## src/rtl/clk_div_pkg.sv

```systemverilog
// clk_div_pkg: shared limits and divisor type for the clock divider bank
package clk_div_pkg;
  localparam int MAX_CH = 16;
  localparam int DIV_W_DEF = 16;
  typedef logic [DIV_W_DEF-1:0] div_t;
endpackage

```

## src/rtl/clk_div_chan.sv

```systemverilog
// clk_div_chan: one divider channel with counter, shadowed divisor, pending flag and toggle output
module clk_div_chan
  import clk_div_pkg::*;
#(
  parameter int DIV_W = DIV_W_DEF,
  parameter int DEFAULT_DIV = 2
) (
  input  logic             clk_in,
  input  logic             rst,
`ifdef CLK_DIV_BANK_SYNC_EN
  input  logic             sync,
`endif
  input  logic             wr,
  input  logic [DIV_W-1:0] wdat,
  output logic             en,
  output logic             out,
  output logic             pend
);
  logic [DIV_W-1:0] cnt, div, shadow;
  logic off, tc, acc, rs, hit;
`ifdef CLK_DIV_BANK_SYNC_EN
  assign rs = sync;
`else
  assign rs = 1'b0;
`endif
  assign off = div == '0;
  assign tc = ~off & (cnt == div - 1'b1);
  assign acc = wr & ~pend;
  // every point where the count restarts is also where a shadowed divisor may take over
  assign hit = rs | off | tc;
  always_ff @(posedge clk_in)
    if (rst) begin
      cnt <= '0;
      div <= DIV_W'(DEFAULT_DIV);
      shadow <= '0;
      en <= 1'b0;
      out <= 1'b0;
      pend <= 1'b0;
    end else begin
      cnt <= hit ? '0 : cnt + 1'b1;
      en <= tc & ~rs;
      out <= (rs | off) ? 1'b0 : out ^ tc;
      if (tc & ~rs & acc) div <= wdat;
      else if (hit & pend) begin
        div <= shadow;
        pend <= 1'b0;
      end else if (acc) begin
        shadow <= wdat;
        pend <= 1'b1;
      end
    end
endmodule

```

## src/rtl/clk_div_bank.sv

```systemverilog
// clk_div_bank: N_CH independent clock-enable dividers with shadowed divisor writes.
// Defining CLK_DIV_BANK_SYNC_EN adds a sync input that realigns the channels in SYNC_MASK.
module clk_div_bank
  import clk_div_pkg::*;
#(
  parameter int N_CH = 4,
  parameter int DIV_W = DIV_W_DEF,
  parameter int DEFAULT_DIV = 2
`ifdef CLK_DIV_BANK_SYNC_EN
  ,
  parameter logic [N_CH-1:0] SYNC_MASK = '1
`endif
) (
  input  logic                                   clk_in,
  input  logic                                   rst,
`ifdef CLK_DIV_BANK_SYNC_EN
  input  logic                                   sync,
`endif
  input  logic                                   cfg_valid,
  output logic                                   cfg_ready,
  input  logic [(N_CH > 1 ? $clog2(N_CH) : 1)-1:0] cfg_ch,
  input  logic [DIV_W-1:0]                       cfg_div,
  output logic [N_CH-1:0]                        clk_en,
  output logic [N_CH-1:0]                        clk_out,
  output logic [N_CH-1:0]                        pending
);
  logic [N_CH-1:0] sel;
  // an out-of-range channel selects nothing, so it reads ready and the write is dropped
  assign cfg_ready = ~|(sel & pending);
  for (genvar g = 0; g < N_CH; g++) begin : g_ch
    assign sel[g] = 32'(cfg_ch) == g;
    clk_div_chan #(.DIV_W(DIV_W), .DEFAULT_DIV(DEFAULT_DIV)) u_chan (
      .clk_in(clk_in),
      .rst(rst),
`ifdef CLK_DIV_BANK_SYNC_EN
      .sync(sync & SYNC_MASK[g]),
`endif
      .wr(cfg_valid & sel[g]),
      .wdat(cfg_div),
      .en(clk_en[g]),
      .out(clk_out[g]),
      .pend(pending[g])
    );
  end
endmodule
```

## config.mk

```make
export PLATFORM = sky130hd
export DESIGN_NAME = clk_div_bank
export DESIGN_NICKNAME = d
export VERILOG_FILES = /design/src/rtl/clk_div_pkg.sv /design/src/rtl/clk_div_chan.sv /design/src/rtl/clk_div_bank.sv
export SDC_FILE = /design/constraint.sdc
export NUM_CORES = 1
export LEC_CHECK = 0
export BUFFER_PORTS_ARGS = -buffer_cell sky130_fd_sc_hd__clkbuf_2
export CAP_MARGIN = 20
export CORE_AREA = 3 3 134 136
export DETAILED_ROUTE_END_ITERATION = 8
export DIE_AREA = 0 0 137 139
export GPL_TIMING_DRIVEN = 1
export PLACE_DENSITY = 0.81
export SETUP_SLACK_MARGIN = 0.3
export SLEW_MARGIN = 10
export SYNTH_ARGS = -nofsm -noshare
export SYNTH_HDL_FRONTEND = slang
export SYNTH_SLANG_ARGS = --single-unit
```

## constraint.sdc

```tcl
create_clock -name clk_in -period 9.05 [get_ports clk_in]
set_input_delay 2.2625 -clock clk_in [delete_from_list [all_inputs] [get_ports clk_in]]
set_output_delay 2.2625 -clock clk_in [all_outputs]
set_load 0.02 [all_outputs]
```

==> results of run 1 <==
==> flip-flops by register name (all words and copies together), names as in the netlist <==
name	count
g_ch.u_chan.cnt	64
g_ch.u_chan.div	64
g_ch.u_chan.en	4
g_ch.u_chan.out	4
g_ch.u_chan.pend	4
g_ch.u_chan.shadow	64
==> metrics by stage <==
| stage | setup slack [ns] | utilization, % | total power, W | instance area, um^2 |
|---|---|---|---|---|
| detailed placement | 3.58 | 63.9 | 0.00286 | 10900 |
| finish | 3.55 | 68.3 | 0.00378 | 11700 |
| floorplan | 3.91 | - | 0.00255 | 10800 |
| global route | 3.52 | 68.3 | 0.00403 | 11700 |
| global placement | 3.57 | 63.9 | 0.00283 | 10900 |
| CTS | 3.56 | 68.3 | 0.00377 | 11600 |
==> worst min-delay path, stage by stage, from the launching register on <==
cell	delay [ns]
dfxtp_1	0.30
o21ai_0	0.06
a21oi_1	0.06
==> how the worst max path moves through the flow <==
stage | to | slack, ns | depth (start not counted) | from
CTS | cfg_ready | 3.56 | 4 | cfg_ch[0]
detailed placement | cfg_ready | 3.58 | 4 | cfg_ch[0]
finish | cfg_ready | 3.55 | 4 | cfg_ch[0]
global placement | cfg_ready | 3.57 | 4 | cfg_ch[0]
floorplan | cfg_ready | 3.91 | 2 | cfg_ch[0]
global route | cfg_ready | 3.52 | 4 | cfg_ch[0]
==> cells in the final DEF, fill, tap and decap left out, types with 32 or more instances in the layout <==
master,instances
dfxtp_1,204
clkbuf_2,32
mux2i_1,65
nor2_1,190
inv_1,38
nor3_1,66
nand3_1,67
o21ai_0,71
xnor2_1,68
nand2_1,44
a21oi_1,48
xor2_1,59
==> layer usage <==
layer  global-route usage [%]  routed length (um)  vias to the layer above
li1                         -                   -                     4542
met1                     37.0               11300                     4349
met2                     42.2               11800                      294
met3                     3.48                1670                       58
met4                     8.04                 663                        0
met5                        0                   0                        -
==> synth_stat cells, types with 22 or more instances <==
library cell and number:
a21oi_1 49, and3_1 24, clkbuf_1 59, dfxtp_1 204
inv_1 38, mux2i_1 65, nand2_1 44, nand3_1 67
nor2_1 190, nor3_1 67, nor4_1 22, o21ai_0 71
xnor2_1 68, xor2_1 59
==> cell type report <==
type | instances | share of cell area, %
Multi-Input combinational cell | 960 | 53.0
Sequential cell | 204 | 35.0
Clock buffer | 32 | 5.82
Tap cell | 225 | 2.42
Timing Repair Buffer | 40 | 1.90
Inverter | 39 | 1.26
Clock inverter | 6 | 0.569
==> power by group <==
group / internal (W) / total [W] / switching (W)
Combinational: 0.000627 / 0.00162 / 0.000997
Sequential: 0.00105 / 0.00125 / 0.000198
Clock: 0.000546 / 0.000903 / 0.000357
==> cells by family after synthesis <==
| kind of cell | after synthesis |
|---|---|
| simple gates | 513 |
| mux | 66 |
| fa+ha+maj | 8 |
| xor+xnor | 127 |
| buf+inv | 127 |
| flops | 204 |
| compound gates | 246 |
==> results.py, run 1 <==
metrics = {
    "outcome": {
        "status": "finished, final reports clean",
    },
    "clock_tree": {
        "cts.sinks": 204,
        "hold_buffers": 0,
        "clk_path_buf_depth": 3,
        "cts_resized": 0,
        "cts_setup_buffers": 0,
        "clock_latency_ns": 0.52,
        "cts_root_buf": "clkbuf_16",
        "cts.clk_slew.worst_paths_ns": 0.06,
        "cts_tree": "done",
        "cts_max_level": 1,
        "numCtsBuffers": 22,
    },
    "critical_path": {
        "worstPathRequired_ns": 6.79,
        "slowest_stage": "mux4_2",
        "worstSetupPathType": "in2out",
        "crit_arrival_ns": 3.23,
        "max_stage_delay_ns": 0.57,
        "cp_top_family": "multiplexers",
        "reg2reg_depth": 10,
        "regToRegSetupSlack_ns": 5.28,
        "worst-path-buf-inv": 3,
        "r2r_start": "g_ch[1].u_chan.div[0]$_SDFFE_PP0P_",
        "cp_max_fo": 7,
        "crit_top_cell": "clkbuf_2",
        "rr_endpoint": "g_ch[1].u_chan.div[8]$_SDFFE_PP0P_",
        "cp-start-kind": "input port",
        "end_kind": "output port",
        "cp_cell_sequence": "clkbuf_2 > mux4_2 > inv_1 > clkbuf_2",
    },
    "synth": {
        "yosys.area.top_type": "dfxtp_1",
        "synth_area_um2": 10800,
        "yosysSeqAreaShare_pct": 37.7,
        "synth_top_family_by_area": "simple AND/OR/NAND/NOR gates",
        "synth_compound_area_share_pct": 15.3,
        "syn_avg_cell_area_um2": 8.38,
        "synthTopCellsByArea": "dfxtp_1, nor2_1, mux2i_1, xnor2_1, xor2_1",
        "syn_inst": 1291,
        "synth_warnings": 0,
        "muxShareOfSynthArea_pct": 6.22,
        "synthSimpleGateAreaFrac_pct": 24.2,
        "synth-edff-count": 0,
        "netlist.area_leader.share_pct": 37.7,
        "synth-seq-cells": 204,
        "yosys.cell_types.count": 83,
        "ys_async_sr_fraction_pct": 0,
        "synth_fp_nets": 1320,
        "yosys.area_share.adder_pct": 0.925,
        "ys.flop_type": "dfxtp_1",
        "synthXorXnorAreaFrac_pct": 10.3,
    },
    "grt": {
        "grt_usage_pct": 26.3,
        "grt_pass1_vias": 8581,
        "grt_overflow_total": 0,
        "antenna_found_initial": 0,
        "grt_max_degree": 76,
        "grt_pass1_wl_um": 42100,
    },
    "cells_and_area": {
        "layout.nets": 1296,
        "syn_to_final_growth_pct": 7.66,
        "seq_area_um2": 4080,
        "nFillCells": 1410,
        "stdcell_count": 1506,
        "multi_input_area_um2": 6180,
        "drive_above_1_share_pct": 9.76,
        "antenna_cells": 0,
    },
    "sta": {
        "hold_violations": 0,
        "timing.hold.ws_ns": 0.474,
        "drv_slew": 0,
        "tightest_slew_ns": 1.10,
        "grt_setup_unrepaired": "false",
        "fmax_mhz": 182,
        "setup_violations": 0,
        "fin_skew_ns": 0.0233,
        "min_period_ns": 5.50,
        "period_share_pct": 60.7,
        "slew_headroom_pct": 26.5,
        "fin_tns_setup_ns": 0,
    },
    "flow_run": {
        "maxCapViolations": 0,
    },
    "hold_path": {
        "hold_class": "reg2reg",
        "hold_depth": 2,
        "hold_path_startpoint": "g_ch[0].u_chan.shadow[6]$_SDFFE_PP0P_",
        "min_to": "g_ch[0].u_chan.shadow[6]$_SDFFE_PP0P_",
    },
    "placement": {
        "dp_hpwl_um": 17100,
        "port_buffers": 33,
        "gp_congestion": 0.944,
        "dp_cells": 1467,
    },
    "die": {
        "ioPinCount": 34,
        "row_count": 48,
        "core_area_um2": 17100,
        "dieArea_um2": 19000,
        "die_y_um": 139,
        "die_width_um": 137,
        "start_util_pct": 63.5,
    },
    "detailed_routing": {
        "postRouteAntennaNets": 0,
        "routed_via_density": 6.14,
        "drt_pass1_iterations": 6,
        "wl_um": 25400,
        "wire_per_inst_um": 16.9,
        "drc": 0,
        "vias": 9243,
        "drt_iter0_drc": 767,
    },
    "power_and_ir_drop": {
        "ir_drop_v": 0.000246,
        "leakage_nw": 4.44,
        "powerDensity_nw_per_um2": 324,
    },
}
No activity file was read; power rests on OpenSTA's default activity.
==> run 2: changes to the inputs <==
Settings changed: ABC_AREA from default to 1, CORE_AREA 3 3 134 136 to 3 3 151 153, DIE_AREA 0 0 137 139 to 0 0 154 156, PLACE_DENSITY 0.81 to 0.75.
Clock period 9.05 ns to 4.5 ns, I/O delays scaled along.
==> run 2 against run 1 <==
  * Flip-flop and latch count did not move
  * Clock power is 110% higher
  * Wire length increased by 20%
  * Register-to-register slack worse by 3.6 ns
  * Largest cell class unchanged
==> results.py, run 2 <==
metrics = {
    "synth": {
        "syn_inst": 1912,
        "syn_avg_cell_area_um2": 6.36,
        "synth_common_cells": "nand2_1, nor2_1, dfxtp_1, inv_1, nand3_1",
        "yosysSeqAreaShare_pct": 33.6,
        "ys_async_sr_fraction_pct": 0,
        "netlist.area_leader.share_pct": 33.6,
        "synth_warnings": 0,
        "ys.flop_type": "dfxtp_1",
        "synth_area_um2": 12200,
        "yosys.cell_types.count": 47,
        "synthTopCellsByArea": "dfxtp_1, nand2_1, nor2_1, inv_1, nand3_1",
        "synth-seq-cells": 204,
        "yosys.area.top_type": "dfxtp_1",
        "synth-edff-count": 0,
        "yosysMostFrequentCell": "nand2_1",
        "synth_fp_nets": 1941,
    },
    "cells_and_area": {
        "fin_area_um2": 13000,
        "reg.largest.list": "g_ch.u_chan.cnt x64, g_ch.u_chan.div x64, g_ch.u_chan.shadow x64",
        "layout.nets": 1945,
        "drive_above_1_share_pct": 8.65,
        "final_cell_mix": "nand2_1, nor2_1, dfxtp_1",
        "layout_commonest_cell": "nand2_1",
        "syn_to_final_growth_pct": 7.16,
        "antenna_cells": 0,
    },
    "clock_tree": {
        "cts_max_level": 1,
        "clock_latency_ns": 0.52,
        "cts_resized": 0,
        "numCtsBuffers": 24,
        "cts_setup_buffers": 0,
        "cts.clk_slew.worst_paths_ns": 0.06,
        "cts_tree": "done",
        "hold_buffers": 0,
        "cts.sinks": 204,
        "cts_root_buf": "clkbuf_16",
        "clk_path_buf_depth": 3,
    },
    "die": {
        "start_util_pct": 56.0,
        "die_width_um": 154,
        "die_y_um": 156,
        "core_area_um2": 21700,
        "ioPinCount": 34,
        "dieArea_um2": 24000,
        "row_count": 54,
    },
    "detailed_routing": {
        "drt_pass1_iterations": 5,
        "routed_via_density": 5.13,
        "wl_um": 30500,
        "postRouteAntennaNets": 0,
        "vias": 11300,
        "wire_per_inst_um": 13.8,
        "drt_iter0_drc": 947,
        "drc": 0,
    },
    "sta": {
        "hold_violations": 0,
        "layout_setup_ws_ns": 1.49,
        "tightest_slew_ns": 0.764,
        "fin_skew_ns": 0.0170,
        "fmax_mhz": 333,
        "grt_setup_unrepaired": "false",
        "setup_violations": 0,
        "timing.hold.ws_ns": 0.460,
        "fin_tns_setup_ns": 0,
        "drv_slew": 0,
        "slew_headroom_pct": 48.9,
        "period_share_pct": 66.8,
        "min_period_ns": 3.01,
    },
    "grt": {
        "grt_usage_pct": 25.0,
        "grt_pass1_vias": 10400,
        "antenna_found_initial": 0,
        "grt_overflow_total": 0,
        "grt_pass1_wl_um": 50500,
        "grt_max_degree": 70,
    },
    "power_and_ir_drop": {
        "p_switching_w": 0.00540,
        "clock_power_share_pct": 17.5,
        "combPwrFrac_pct": 58.0,
        "power_w": 0.0108,
        "seqPwrFrac_pct": 24.5,
        "leakage_nw": 6.05,
        "powerDensity_nw_per_um2": 827,
        "p_int_w": 0.00537,
        "p_sw_share_pct": 50.2,
        "ir_drop_v": 0.000619,
    },
    "critical_path": {
        "crit_top_cell": "clkbuf_2",
        "worstPathRequired_ns": 3.38,
        "max_stage_delay_ns": 0.23,
        "slowest_stage": "o2111a_1",
        "cp-start-kind": "input port",
        "crit_arrival_ns": 1.88,
        "cp_max_fo": 5,
        "end_kind": "output port",
        "regToRegSetupSlack_ns": 1.68,
        "worstSetupPathType": "in2out",
        "cp_cell_sequence": "clkbuf_2 > inv_1 > nand2_1 > o2111a_1 > clkbuf_2",
    },
    "placement": {
        "port_buffers": 33,
        "dp_hpwl_um": 22300,
        "gp_congestion": 0.876,
        "place_ws_ns": 1.30,
        "place_area_um2": 12300,
    },
    "hold_path": {
        "hold_class": "reg2reg",
    },
    "outcome": {
        "status": "finished, final reports clean",
    },
    "flow_run": {
        "maxCapViolations": 0,
    },
}
## run 2: cell types whose count changed after synthesis, moves of 47 or more
| cell | previous run | this run |
|---|---|---|
| nor2_1 | 190 | 345 |
| nand2_1 | 44 | 632 |
| xnor2_1 | 68 | 19 |
| mux2i_1 | 65 | 0 |
| o21ai_0 | 71 | 14 |
| nor3_1 | 67 | 20 |
| nand3_1 | 67 | 126 |
| inv_1 | 38 | 181 |
## run 2: worst paths after layout
kind,start,endpoint,cells after the start
setup / recovery,cfg_ch[1],cfg_ready,5
hold / removal,g_ch[0].u_chan.shadow[2]$_SDFFE_PP0P_,g_ch[0].u_chan.shadow[2]$_SDFFE_PP0P_,2
setup reg to reg,g_ch[1].u_chan.div[1]$_SDFFE_PP1P_,g_ch[1].u_chan.shadow[15]$_SDFFE_PP0P_,15
hold reg to reg,g_ch[0].u_chan.shadow[2]$_SDFFE_PP0P_,g_ch[0].u_chan.shadow[2]$_SDFFE_PP0P_,2
## run 2: logic make-up after synthesis
logic type,after synthesis,share of synthesized area (%)
and+or+nand+nor,1254,45.2
buffers and inverters,259,9.96
AOI/OAI and AO/OA,118,5.43
xor gates and xnor gates,69,4.97
DFF,204,33.6
adders and majority gates,8,0.824
## run 2: power groups by stage
stage	Clock [W]	Sequential, W	Combinational [W]
2_1_floorplan	0	0.00254	0.00524
3_3_place_gp	0	0.00266	0.00611
3_5_place_dp	0	0.00267	0.00621
4_1_cts	0.00191	0.00263	0.00624
5_1_grt	0.00197	0.00269	0.00716
6_report	0.00188	0.00264	0.00625
## run 2: worst max-delay path, delay by kind of cell
| family | cells | cell delay (ns) |
|---|---|---|
| AND/OR/NAND/NOR | 1 | 0.10 |
| buffers and inverters | 3 | 0.42 |
| AO/OA/AOI/OAI | 1 | 0.23 |
## run 2: area by class of cell
class / count / area (um^2)
clock inverter: 4 / 45.0
clock buffer: 36 / 707
fill: 2080 / 8660
timing repair buffer: 44 / 248
multi-input combinational: 1449 / 6870
tap: 280 / 350
inverter: 193 / 727
sequential: 204 / 4080
## run 2: metal layers
| metal | wire, um | vias to the layer above | global-route usage [%] |
|---|---|---|---|
| met1 | 13900 | 5062 | 34.2 |
| met2 | 13800 | 292 | 41.8 |
| met3 | 1980 | 53 | 3.13 |
| met5 | 0 | - | 0 |
| li1 | - | 5932 | - |
| met4 | 757 | 0 | 6.64 |
## run 2: through the flow
step / cells / utilization [%]
3_3_place_gp: 2170 / 56.6
4_1_cts: 2210 / 60.1
6_report: 2210 / 60.1
5_1_grt: 2210 / 60.1
3_5_place_dp: 2170 / 56.6
2_1_floorplan: 1912 / -
==> run 3: changes to the inputs <==
Clock period 4.5 ns to 2.5 ns, I/O delays scaled along.
==> run 3 against run 2 <==
  * The run now ends with setup timing left
  * Clock skew grew 0.014 ns
  * Setup slack lost 1.7 ns
  * Total power grew to 2.5 times the previous value
  * Register-to-register slack lost 1.9 ns
  * Die area is the same
  * Flip-flop and latch count is the same
  * Critical path depth grew 12
  * Global-route usage grew 2.2 points
  * Via count grew 17%
  * Core utilization grew 14 points
  * Clock power grew 100%
==> results.py, run 3 (synthesis results as in run 2) <==
metrics = {
    "cells_and_area": {
        "final_cell_mix": "nand2_1, nor2_1, dfxtp_1",
        "layout.nets": 2053,
        "layout_commonest_cell": "nand2_1",
        "stdcell_count": 2323,
        "syn_to_final_growth_pct": 32.1,
        "drive_above_1_share_pct": 28.3,
        "reg.largest.list": "g_ch.u_chan.cnt x64, g_ch.u_chan.div x64, g_ch.u_chan.shadow x64",
    },
    "detailed_routing": {
        "routed_via_density": 5.71,
        "postRouteAntennaNets": 0,
        "drt_iter0_drc": 1235,
        "wl_um": 40600,
        "wire_per_inst_um": 17.5,
        "drc": 0,
        "drt_pass1_iterations": 6,
        "vias": 13300,
    },
    "critical_path": {
        "worstPathRequired_ns": 2.97,
        "rr_endpoint": "g_ch[3].u_chan.div[6]$_SDFFE_PP0P_",
        "worstSetupPathType": "reg2reg",
        "r2r_start": "g_ch[3].u_chan.div[0]$_SDFFE_PP0P_",
        "crit_arrival_ns": 3.15,
        "regToRegSetupSlack_ns": -0.18,
        "end_kind": "flip-flop",
        "reg2reg_depth": 17,
        "cp_max_fo": 7,
        "cp-start-kind": "flip-flop",
    },
    "sta": {
        "drv_slew": 0,
        "hold_violations": 0,
        "slew_headroom_pct": 41.5,
        "fmax_mhz": 373,
        "layout_setup_ws_ns": -0.179,
        "setup_violations": 33,
        "period_share_pct": 107,
        "min_period_ns": 2.68,
        "tightest_slew_ns": 0.877,
        "fin_skew_ns": 0.0308,
        "grt_setup_unrepaired": "true",
    },
    "hold_path": {
        "hold_class": "in2reg",
        "hold_path_startpoint": "cfg_div[13]",
        "min_to": "g_ch[2].u_chan.shadow[13]$_SDFFE_PP0P_",
        "hold_depth": 3,
    },
    "outcome": {
        "status": "finished with violations",
        "violations": "setup timing",
    },
    "power_and_ir_drop": {
        "powerDensity_nw_per_um2": 1710,
        "seqPwrFrac_pct": 18.0,
        "leakage_nw": 7.04,
        "p_int_w": 0.0139,
        "clock_power_share_pct": 13.8,
        "p_sw_share_pct": 49.1,
        "p_switching_w": 0.0135,
        "ir_drop_v": 0.00148,
        "combPwrFrac_pct": 68.2,
    },
    "die": {
        "dieArea_um2": 24000,
        "die_width_um": 154,
        "row_count": 54,
        "die_y_um": 156,
        "start_util_pct": 56.0,
        "ioPinCount": 34,
        "core_area_um2": 21700,
    },
    "clock_tree": {
        "clk_path_buf_depth": 3,
        "cts_tree": "done",
        "cts_root_buf": "clkbuf_16",
        "cts_max_level": 1,
        "numCtsBuffers": 24,
        "clock_latency_ns": 0.55,
        "cts.sinks": 204,
        "cts.clk_slew.worst_paths_ns": 0.07,
    },
    "placement": {
        "dp_hpwl_um": 23100,
        "dp_cells": 2203,
        "gp_congestion": 0.890,
        "place_ws_ns": -0.0454,
        "port_buffers": 33,
    },
    "grt": {
        "grt_overflow_total": 0,
        "grt_max_degree": 69,
        "grt_pass1_wl_um": 54900,
        "grt_pass1_vias": 11300,
        "antenna_found_initial": 1,
        "grt_usage_pct": 27.2,
    },
    "flow_run": {
        "maxCapViolations": 0,
    },
}
run 3: changes by cell type in the layout (fill, tap and decap cells not counted), moves of 33 or more:
cell / before / now
nor2_4: 11 / 44
nor2_1: 345 / 252
nand2_4: 3 / 44
nand2_2: 10 / 63
nand2_1: 632 / 535
buf_4: 11 / 52
nor2_2: 17 / 77
run 3: how the worst max path moves through the flow:
stage,start,cells past startpoint,endpoint
2_1_floorplan,g_ch[2].u_chan.div[0]$_SDFFE_PP0P_,16,g_ch[2].u_chan.div[10]$_SDFFE_PP0P_
4_1_cts,g_ch[2].u_chan.div[1]$_SDFFE_PP1P_,18,g_ch[2].u_chan.div[6]$_SDFFE_PP0P_
5_1_grt,g_ch[3].u_chan.div[0]$_SDFFE_PP0P_,18,g_ch[3].u_chan.div[8]$_SDFFE_PP0P_
6_report,g_ch[3].u_chan.div[0]$_SDFFE_PP0P_,17,g_ch[3].u_chan.div[6]$_SDFFE_PP0P_
3_5_place_dp,g_ch[2].u_chan.div[0]$_SDFFE_PP0P_,15,g_ch[2].u_chan.div[12]$_SDFFE_PP0P_
3_3_place_gp,g_ch[2].u_chan.div[1]$_SDFFE_PP1P_,15,g_ch[2].u_chan.div[12]$_SDFFE_PP0P_
run 3: power groups by stage:
stage	Sequential (W)	Combinational, W	Clock (W)
2_1_floorplan	0.00457	0.00943	0
3_3_place_gp	0.00480	0.0115	0
3_5_place_dp	0.00480	0.0118	0
4_1_cts	0.00477	0.0139	0.00379
5_1_grt	0.00500	0.0201	0.00396
6_report	0.00492	0.0187	0.00379
run 3: area by class of cell:
class                   instances  area (um^2)
multi-input cells            1458         8410
fillers                      1490         5640
flip-flops and latches        204         4120
repair buffers                143         1580
inverters                     193          742
clock buffers                  36          726
well taps                     280          350
clock inverters                 8          131
diodes                          1         2.50
run 3: timing repair:
action                     4_1_cts  5_1_grt
setup buffers                   26       21
hold buffers                     0        0
setup endpoints to repair      172      202
gates cloned                    11       17
resized for setup              108      362
pin swaps                       27      163
run 3: layer usage:
layer,track usage (%),wire [um],up-vias
met1,35.4,15500,6088
met2,44.9,18400,717
met5,0,0,-
met3,5.30,3990,265
li1,-,-,6196
met4,10.1,2740,0
run 3: per-stage QoR:
stage	setup TNS [ns]	cell area (um^2)	util, %	hold slack [ns]	power, W
2_1_floorplan	0	12200	-	0.436	0.0140
3_3_place_gp	-0.165	12600	58.1	0.449	0.0163
3_5_place_dp	-0.139	12600	58.1	0.452	0.0166
4_1_cts	0	14200	65.7	0.412	0.0224
5_1_grt	-8.24	16100	74.0	0.422	0.0291
6_report	-3.49	16100	74.0	0.428	0.0274
run 3: critical path, cell delays in order, from the launching register on:
cell     delay (ns)
dfxtp_2        0.35
inv_2          0.06
ha_4           0.26
or2_2          0.11
nand3_1        0.11
nor2_1         0.19
nand2_1        0.12
nor2_2         0.12
nand2_1        0.07
nor2_1         0.15
nand2_1        0.13
nor2_4         0.14
nand3_4        0.19
buf_6          0.20
buf_16         0.14
nor2_1         0.09
nor2_1         0.05
nor2_1         0.12
